===== src/rtl/adder_tree_acc.sv =====
// Pipelined, valid-tagged adder tree that reduces IDIM lanes per beat and
// accumulates successive tree sums into one wide result per group.
module adder_tree_acc #(
    parameter int IDIM   = 128,
    parameter int IWID   = 1,
    parameter int SIGNED = 0,
    parameter int BDEP   = 2,
    parameter int ACCW   = 8,
    parameter int CNTW   = 8,
    parameter int IDL2   = $clog2(IDIM),
    parameter int TWID   = IWID + IDL2,
    parameter int OWID   = TWID + ACCW
) (
    input  logic            clk,
    input  logic            rst,
    input  logic            i_valid,
    input  logic            i_last,
    input  logic [IWID-1:0] iData [IDIM],
    output logic            o_valid,
    output logic [OWID-1:0] o_data,
    output logic [CNTW-1:0] o_beats,
    output logic            o_ovf
);

    localparam int NPAD = 1 << IDL2;

    // Level k holds NPAD>>k partial sums plus the valid/last tag travelling with them.
    for (genvar k = 0; k <= IDL2; k++) begin : lvl
        localparam int N = NPAD >> k;
        logic [TWID-1:0] node [N];
        logic            v;
        logic            l;

        if (k == 0) begin : g_in
            for (genvar j = 0; j < NPAD; j++) begin : g_lane
                if (j < IDIM) begin : g_real
                    if (SIGNED != 0) begin : g_sx
                        assign node[j] = {{IDL2{iData[j][IWID-1]}}, iData[j]};
                    end else begin : g_zx
                        assign node[j] = {{IDL2{1'b0}}, iData[j]};
                    end
                end else begin : g_pad
                    assign node[j] = '0;
                end
            end
            assign v = i_valid;
            assign l = i_valid & i_last;
        end else if ((k % BDEP) == 0) begin : g_reg
            for (genvar j = 0; j < N; j++) begin : g_add
                always_ff @(posedge clk) begin
                    if (rst) begin
                        node[j] <= '0;
                    end else begin
                        node[j] <= lvl[k-1].node[2*j] + lvl[k-1].node[2*j+1];
                    end
                end
            end
            always_ff @(posedge clk) begin
                if (rst) begin
                    v <= 1'b0;
                    l <= 1'b0;
                end else begin
                    v <= lvl[k-1].v;
                    l <= lvl[k-1].l;
                end
            end
        end else begin : g_comb
            for (genvar j = 0; j < N; j++) begin : g_add
                assign node[j] = lvl[k-1].node[2*j] + lvl[k-1].node[2*j+1];
            end
            assign v = lvl[k-1].v;
            assign l = lvl[k-1].l;
        end
    end

    logic [TWID-1:0] top_sum;
    logic            top_v;
    logic            top_l;

    assign top_sum = lvl[IDL2].node[0];
    assign top_v   = lvl[IDL2].v;
    assign top_l   = lvl[IDL2].l;

    logic [OWID-1:0] sum_ext;
    logic [OWID-1:0] acc;
    logic [OWID-1:0] acc_add;
    logic [OWID-1:0] acc_next;
    logic            acc_carry;
    logic            acc_wrap;
    logic [CNTW-1:0] cnt;
    logic [CNTW-1:0] cnt_next;
    logic            cnt_wrap;
    logic            ovf;
    logic            ovf_next;
    logic            in_group;

    assign sum_ext = (SIGNED != 0) ? {{ACCW{top_sum[TWID-1]}}, top_sum}
                                   : {{ACCW{1'b0}}, top_sum};
    assign {acc_carry, acc_add} = {1'b0, acc} + {1'b0, sum_ext};

    // Signed wrap: operands agree in sign but the result does not.
    assign acc_wrap = (SIGNED != 0)
                    ? ((acc[OWID-1] == sum_ext[OWID-1]) && (acc_add[OWID-1] != acc[OWID-1]))
                    : acc_carry;
    assign cnt_wrap = &cnt;

    always_comb begin
        acc_next = acc_add;
        cnt_next = cnt + CNTW'(1);
        ovf_next = ovf | acc_wrap | cnt_wrap;
        if (!in_group) begin
            acc_next = sum_ext;
            cnt_next = CNTW'(1);
            ovf_next = 1'b0;
        end
    end

    always_ff @(posedge clk) begin
        if (rst) begin
            acc      <= '0;
            cnt      <= '0;
            ovf      <= 1'b0;
            in_group <= 1'b0;
            o_valid  <= 1'b0;
            o_data   <= '0;
            o_beats  <= '0;
            o_ovf    <= 1'b0;
        end else begin
            o_valid <= top_v & top_l;
            if (top_v) begin
                acc      <= acc_next;
                cnt      <= cnt_next;
                ovf      <= ovf_next;
                in_group <= !top_l;
                if (top_l) begin
                    o_data  <= acc_next;
                    o_beats <= cnt_next;
                    o_ovf   <= ovf_next;
                end
            end
        end
    end

endmodule


===== config.mk =====
export PLATFORM = sky130hd
export DESIGN_NAME = adder_tree_acc
export DESIGN_NICKNAME = d
export VERILOG_FILES = /design/src/rtl/adder_tree_acc.sv
export SDC_FILE = /design/constraint.sdc
export NUM_CORES = 1
export LEC_CHECK = 0
export CAP_MARGIN = 30
export CELL_PAD_IN_SITES_DETAIL_PLACEMENT = 1
export CELL_PAD_IN_SITES_GLOBAL_PLACEMENT = 1
export CORE_ASPECT_RATIO = 1.5
export CORE_MARGIN = 4
export CORE_UTILIZATION = 40
export DETAILED_ROUTE_END_ITERATION = 8
export PLACE_DENSITY = 0.79
export SYNTH_ARGS = -nofsm -noshare
export SYNTH_HDL_FRONTEND = slang
export SYNTH_SLANG_ARGS = --single-unit

===== constraint.sdc =====
create_clock -name clk -period 3.8 [get_ports clk]
set_input_delay 1.14 -clock clk [delete_from_list [all_inputs] [get_ports clk]]
set_output_delay 1.14 -clock clk [all_outputs]
set_load 0.01 [all_outputs]

* After elaboration in Yosys (flattened, before gate mapping)
Memory sizes are Yosys's and may differ from the RTL's.
Cells that the tools add are included.
** Operators by class
- $add $sub $neg :: 129
- Bitwise gates (word level) :: 46
- Reduce and logical (&&, ||, !) cells :: 3
- Mux-type cells :: 48
** Operator list (number)
- $add 8x8->8 :: 31
- $add 1x1->2 :: 64
- $add 2x2->3 :: 32
- $mux 3 :: 32
- $mux 8 :: 11
- $or 1x1->1 :: 44
- $add 16x8->17 :: 1
- $mux 16 :: 1
- $add 8x1->8 const B :: 1
- $reduce_and 8->1 :: 1
- $mux 1 :: 4
- $and 1x1->1 :: 2
- $reduce_and 2->1 :: 1
- $logic_not 1->1 :: 1
** Word-level totals
- Register bits after elaboration :: 58
- Output and inout port bits :: 26
- Memory bits (writable) :: 176
- Memories :: 3
- Input port bits :: 132
- Word-level logic and storage cells :: 243
** Memory list
- lvl[2].node :: words 32, bits a word 3, read ports 32, clocked after memory_dff 0, write ports 32, line 30 : logic [TWID-1:0] node [N];
- lvl[4].node :: words 8, bits a word 8, read ports 8, clocked after memory_dff 0, write ports 8, line 30
- lvl[6].node :: words 2, bits a word 8, read ports 2, clocked after memory_dff 0, write ports 2, line 30

* Logic depth before layout (Yosys ltp)
Gate-level depths: netlist of run 1.
An unclocked memory read counts as a cell.
- Depth in word-level cells :: 6
- Depth in mapped cells :: 14
- Gate-level depth less buffers :: 13

* Worst setup path after synthesis of run 1
No wires, ideal clock.
- Path kind :: flip-flop to flip-flop
- From :: mem lvl[6].node[1][0] in the netlist's numbering
- To :: reg o_data[9]
- Slack :: 0.550 ns
- Setup time :: 0.117 ns
- Path buffers :: 0
- Stages on the path, launching flop included :: 14
- Required time :: 3.683 ns
- Arrival time :: 3.133 ns
- Clock period less this slack :: 3.250 ns
- Cells stage by stage :: dfxtp_1 > ha_1 > fa_1 > a211oi_1 > o21bai_1 > a21oi_1 > xor2_1 > inv_1 > ha_1 > a21o_1 > a21o_1 > and2_1 > or3_1 > a32o_1
** RTL lines
- from (decl) :: line 30
- to (signal assigned) :: line 136 : o_data <= acc_next;
- to (decl) :: line 20 : output logic [OWID-1:0] o_data,

==> out/qor.yml, run 1 <==
wirelength_um: 24000
cp-end-kind: "flop"
fp.coreArea_um2: 28100
fin_crit_sh: 0.943
final_antenna_net_count: 0
drcViolationCount: 0
yosys.area_share.simple: 0.131
grtUsageTotal: 0.156
ys_seq_area_frac: 0.365
rows: 75
rrSetupSlack_ns: 0.22
numPortBuffers: 157
ys_async_sr_fraction: 0
cts_max_level: 1
worstPathMaxFanout: 6
ys_ff_latch: 208
final-setup-viol-count: 0
drive_gt1_frac: 0.0417
layout_commonest_cell: "dfxtp_1"
start_util: 0.406
diodes: 0
dp.cells: 1604
hold_class: "reg2reg"
hold_viol_final: 0
clock-root-buffer: "clkbuf_16"
synth_top_family_by_area: "adder cells"
status: "completed"
post-route-util: 0.499
post_cts_buffers: 0
fin_nets: 1641
grt_max_degree: 98
clk_pin_slew_ns: 0.06
synth_area_leaders: "dfxtp_1 (37%), fa_1 (18%), ha_1 (14%)"
syn_inst: 1129
synth_fa_ha_area_frac: 0.316
fin_tns_setup_ns: 0
skew_ns: 0.0125
synth_ff_type: "dfxtp_1"
yosysUniqueCellTypes: 54
cp.arrival_ns: 3.99
cts_resized: 0
synthMuxAreaShare: 0.00450
synth_compound_area_frac: 0.0796
r2r-end: "acc[9]"
via_per_inst: 4.84
mostFrequentLayoutCells: "dfxtp_1 (208), inv_1 (205), clkdlybuf4s50_1 (156)"
synth-xor-area-share: 0.0223
period_needed_ns: 3.58
synth_top_area_cell: "dfxtp_1"
synth_top_area_frac: 0.365
critPathRequiredTime_ns: 4.20
vias: 7949
io_pins: 158
first_global_vias: 8965
startpoint: "lvl[6].node[1][0]"
multi_input_area_um2: 6310
max-cap-violations: 0
powerDensity_nw_per_um2: 474
dieArea_um2: 31300
start_kind: "flop"
die_y_um: 215
fillerInstances: 3076
cp-endpoint: "acc[9]"
cts_tree: "done"
cts_buffers: 21
gp_congestion: 0.823
firstDrtPassIters: 4
stdcell_count: 1641
clk_latency_ns: 0.50
hold_start: "lvl[4].l"
max_freq_ghz: 0.279
dpl.hpwl_um: 18900
yosysWarnings: 0
worstMarginPinSlew_ns: 0.866
synth_edf_count: 0
wl_per_cell_um: 14.6
worstReg2RegStart: "lvl[6].node[1][0]"
die_x_um: 146
clockBufferDepth: 3
syn2layout_area_growth_pct: 22.9
slew_viol_final: 0
irDropWorstVdd_mv: 0.309
r2r_cells: 13
p_leak_nw: 6.64
antenna_found_initial: 0
netlist_area_um2: 11400
regArea_um2: 4160
grt_setup_unrepaired: "no"
worst-setup-path-type: "reg2reg"
grt_pass1_wl_um: 41000
drtIter0Drc: 146
syn_nets: 1488
grt_overflow: 0
cts_hold_buf: 0
cts.sinks: 208
avgSynthCellArea_um2: 10.1
slew_headroom: 0.423
-- worst min path at each step --
stage                     to  slack (ns)  cells past startpoint
floorplan           lvl[4].l        0.41                      1
finish              lvl[6].l        0.45                      1
CTS                 lvl[4].l        0.46                      1
global placement    lvl[6].v        0.43                      1
detailed placement  lvl[6].v        0.44                      1
global route        lvl[4].l        0.46                      1
-- critical path, stage by stage, from the launching register on --
cell and delay (ns):
dfxtp_1 0.31, ha_1 0.22, fa_2 0.38, a211oi_1 0.26, o21bai_1 0.11, a21oi_1 0.18, xor2_1 0.25, inv_1 0.07
ha_1 0.36, a21o_1 0.25, a21o_1 0.26, and2_1 0.22, or4_1 0.52, o221ai_1 0.11
-- metal layers --
| layer | global-route usage | vias up | share of wire |
|---|---|---|---|
| met5 | 0 | - | 0 |
| li1 | - | 3865 | - |
| met1 | 0.154 | 3851 | 0.36 |
| met2 | 0.318 | 168 | 0.57 |
| met4 | 0.0669 | 0 | 0.038 |
| met3 | 0.0213 | 65 | 0.039 |
-- registers in the layout, summed over array words and instances, names as in the netlist --
register,count
lvl.node,150
acc,16
o_data,16
cnt,8
o_beats,8
lvl.l,3
lvl.v,3
in_group,1
o_ovf,1
o_valid,1
ovf,1
-- power by group --
part / switching, W / internal (W)
combinational: 0.00103 / 0.00100
clock: 0.000840 / 0.00118
sequential: 0.000150 / 0.00245
-- area by class of cell --
cell class	instances	area share
clock buffer	26	0.0396
clock inverter	10	0.00804
inverter	206	0.0552
multi-input combinational	678	0.451
sequential	208	0.297
tap	346	0.0309
timing repair buffer	167	0.119
-- Yosys cell counts (3+ instances only) --
master	number
dfxtp_1	208
inv_1	205
nor2b_1	127
ha_1	125
fa_1	102
nor2_1	55
nand2_1	48
a21oi_1	32
clkbuf_1	31
o21ai_0	27
a21o_1	20
xor2_1	20
nand3_1	17
nor3_1	9
xnor2_1	9
nand4_1	8
a211oi_1	7
o211ai_1	7
or4_1	6
a31oi_1	5
and2_1	5
a32o_1	4
mux2i_1	4
a211o_1	3
o21a_1	3
-- kinds of logic after synthesis --
kind of cell    after synthesis
simple gates                282
buf+inv                     243
fa+ha+maj                   227
flops                       208
compound gates              135
xor+xnor                     29
mux                           5
-- stage by stage --
stage          hold WS [ns]  setup slack (ns)  total power [W]  instance area (um2)
2_1_floorplan         0.414             0.550          0.00406                11400
3_3_place_gp          0.427             0.299          0.00459                13300
3_5_place_dp          0.441             0.220          0.00472                13300
4_1_cts               0.455             0.150          0.00680                14000
5_1_grt               0.463            0.0648          0.00722                14000
6_report              0.451             0.218          0.00665                14000
Power figures use the tool's default switching activity.
==> inputs of run 2 (changes only) <==
--- a/config.mk
+++ b/config.mk
@@ -5,13 +5,13 @@
 export SDC_FILE = /design/constraint.sdc
 export NUM_CORES = 1
 export LEC_CHECK = 0
-export CAP_MARGIN = 30
 export CELL_PAD_IN_SITES_DETAIL_PLACEMENT = 1
 export CELL_PAD_IN_SITES_GLOBAL_PLACEMENT = 1
 export CORE_ASPECT_RATIO = 1.5
 export CORE_MARGIN = 4
 export CORE_UTILIZATION = 40
 export DETAILED_ROUTE_END_ITERATION = 8
+export MAX_ROUTING_LAYER = met4
 export PLACE_DENSITY = 0.79
 export SYNTH_ARGS = -nofsm -noshare
 export SYNTH_HDL_FRONTEND = slang
==> out/qor.yml, run 2 (synthesis gave the netlist of run 1 again) <==
status: "completed"  # unchanged
cts_hold_buf: 0  # unchanged
cp-end-kind: "flop"  # unchanged
worstReg2RegStart: "lvl[6].node[1][0]"  # unchanged
firstDrtPassIters: 4  # unchanged
start_kind: "flop"  # unchanged
drcViolationCount: 0  # unchanged
clk_pin_slew_ns: 0.06  # about the same
vias: 7985  # was 7949
first_global_vias: 8957  # was 8965
wirelength_um: 24000  # about the same
final-setup-viol-count: 0  # unchanged
gp_congestion: 0.838  # was 0.823
r2r_cells: 13  # unchanged
reg_top3: "lvl.node (150), acc (16), o_data (16)"  # unchanged
r2r-end: "acc[9]"  # unchanged
final_antenna_net_count: 0  # unchanged
skew_ns: 0.0108  # was 0.0125 ns
hold_path_depth: 1  # unchanged
grt_max_degree: 98  # unchanged
diodes: 0  # unchanged
layout_commonest_cell: "dfxtp_1"  # unchanged
start_util: 0.406  # unchanged
worstPathMaxFanout: 6  # unchanged
cts.sinks: 208  # unchanged
max-cap-violations: 0  # unchanged
worstMarginPinSlew_ns: 1.06  # was 0.866 ns
syn2layout_area_growth_pct: 22.7  # was 22.9%
clock-root-buffer: "clkbuf_16"  # unchanged
die_x_um: 146  # unchanged
fin_crit_sh: 0.939  # was 0.943
fin_nets: 1640  # was 1641
fp.coreArea_um2: 28100  # unchanged
hold_start: "lvl[4].l"  # unchanged
numPortBuffers: 157  # unchanged
irDropWorstVdd_mv: 0.309  # about the same
max_freq_ghz: 0.280  # was 0.279 GHz
slew_headroom: 0.297  # was 0.423
io_pins: 158  # unchanged
mostFrequentLayoutCells: "dfxtp_1 (208), inv_1 (205), clkdlybuf4s50_1 (156)"  # unchanged
period_needed_ns: 3.57  # was 3.58 ns
wl_per_cell_um: 14.6  # about the same
powerDensity_nw_per_um2: 475  # was 474 nW/um2
clockBufferDepth: 3  # unchanged
post-route-util: 0.499  # about the same
antenna_found_initial: 0  # unchanged
largest_register: "lvl.node"  # unchanged
power_w: 0.00665  # about the same
hold_end: "lvl[6].l"  # unchanged
cts_buffers: 21  # unchanged
slew_viol_final: 0  # unchanged
dieArea_um2: 31300  # unchanged
grt_overflow: 0  # unchanged
worst-setup-path-type: "reg2reg"  # unchanged
drtIter0Drc: 163  # was 146
grt_setup_unrepaired: "no"  # unchanged
rows: 75  # unchanged
fin_tns_setup_ns: 0  # unchanged
cts_max_level: 1  # unchanged
cts_tree: "done"  # unchanged
largest_reg_flops: 150  # unchanged
hold_class: "reg2reg"  # unchanged
critPathRequiredTime_ns: 4.20  # about the same
grt_pass1_wl_um: 41000  # unchanged
grtUsageTotal: 0.161  # was 0.156
p_leak_nw: 6.63  # was 6.64 nW
hold_viol_final: 0  # unchanged
clk_latency_ns: 0.50  # about the same
stdcell_count: 1640  # was 1641
via_per_inst: 4.87  # was 4.84
rrSetupSlack_ns: 0.23  # was 0.22 ns
dp.cells: 1604  # unchanged
drive_gt1_frac: 0.0410  # was 0.0417
dpl.hpwl_um: 18900  # unchanged
cp.arrival_ns: 3.97  # was 3.99 ns
die_y_um: 215  # unchanged
[run 2: changes by cell type in the layout (fill, tap and decap cells not counted)]
cell,change
buf_12,-1
[run 2: worst max path at each step]
stage | depth (start not counted) | startpoint | to
after global routing | 13 | lvl[6].node[1][0] | acc[9]
after floorplan | 13 | lvl[6].node[1][0] | o_data[9]
final | 13 | lvl[6].node[1][0] | acc[9]
after global placement | 13 | lvl[6].node[1][0] | o_data[9]
after CTS | 13 | lvl[6].node[1][0] | acc[9]
after detailed placement | 13 | lvl[6].node[1][0] | acc[13]
[run 2: where the power goes]
group          switching [W]  internal, W  total (W)
logic                0.00103      0.00100    0.00203
registers           0.000151      0.00245    0.00260
clock network       0.000839      0.00118    0.00201
total                0.00202      0.00462    0.00665
[run 2: what timing repair did]
item,CTS,global route
setup buffers,0,0
resized for setup,0,1
setup endpoints to repair,0,2
[run 2: routing by layer]
metal	global-route usage	vias to the layer above	wire length, um
met5	-	-	0
met4	0.0669	0	969
met3	0.0202	74	884
met2	0.319	176	13600
met1	0.155	3873	8480
li1	-	3862	-
[run 2: area by class of cell]
| type | count | area (um2) |
|---|---|---|
| clock inverters | 10 | 113 |
| fillers | 3077 | 14100 |
| clock buffers | 26 | 554 |
| repair buffers | 166 | 1640 |
| multi-input cells | 678 | 6310 |
| flip-flops and latches | 208 | 4160 |
| inverters | 206 | 773 |
| well taps | 346 | 433 |
[run 2: per-stage QoR]
| step | hold slack [ns] | instance area [um2] | setup slack, ns |
|---|---|---|---|
| after floorplan | 0.414 | 11400 | 0.550 |
| after global placement | 0.427 | 13300 | 0.299 |
| after detailed placement | 0.441 | 13300 | 0.220 |
| after CTS | 0.455 | 14000 | 0.150 |
| after global routing | 0.463 | 14000 | 0.0562 |
| final | 0.450 | 14000 | 0.230 |
[run 2: critical path, stage by stage, from the launching register on]
cell and delay, ns:
dfxtp_1 0.31, ha_1 0.22, fa_2 0.38, a211oi_1 0.26
o21bai_1 0.11, a21oi_1 0.18, xor2_1 0.24, inv_1 0.07
ha_1 0.36, a21o_1 0.25, a21o_1 0.26, and2_1 0.22
or4_1 0.52, o221ai_1 0.11
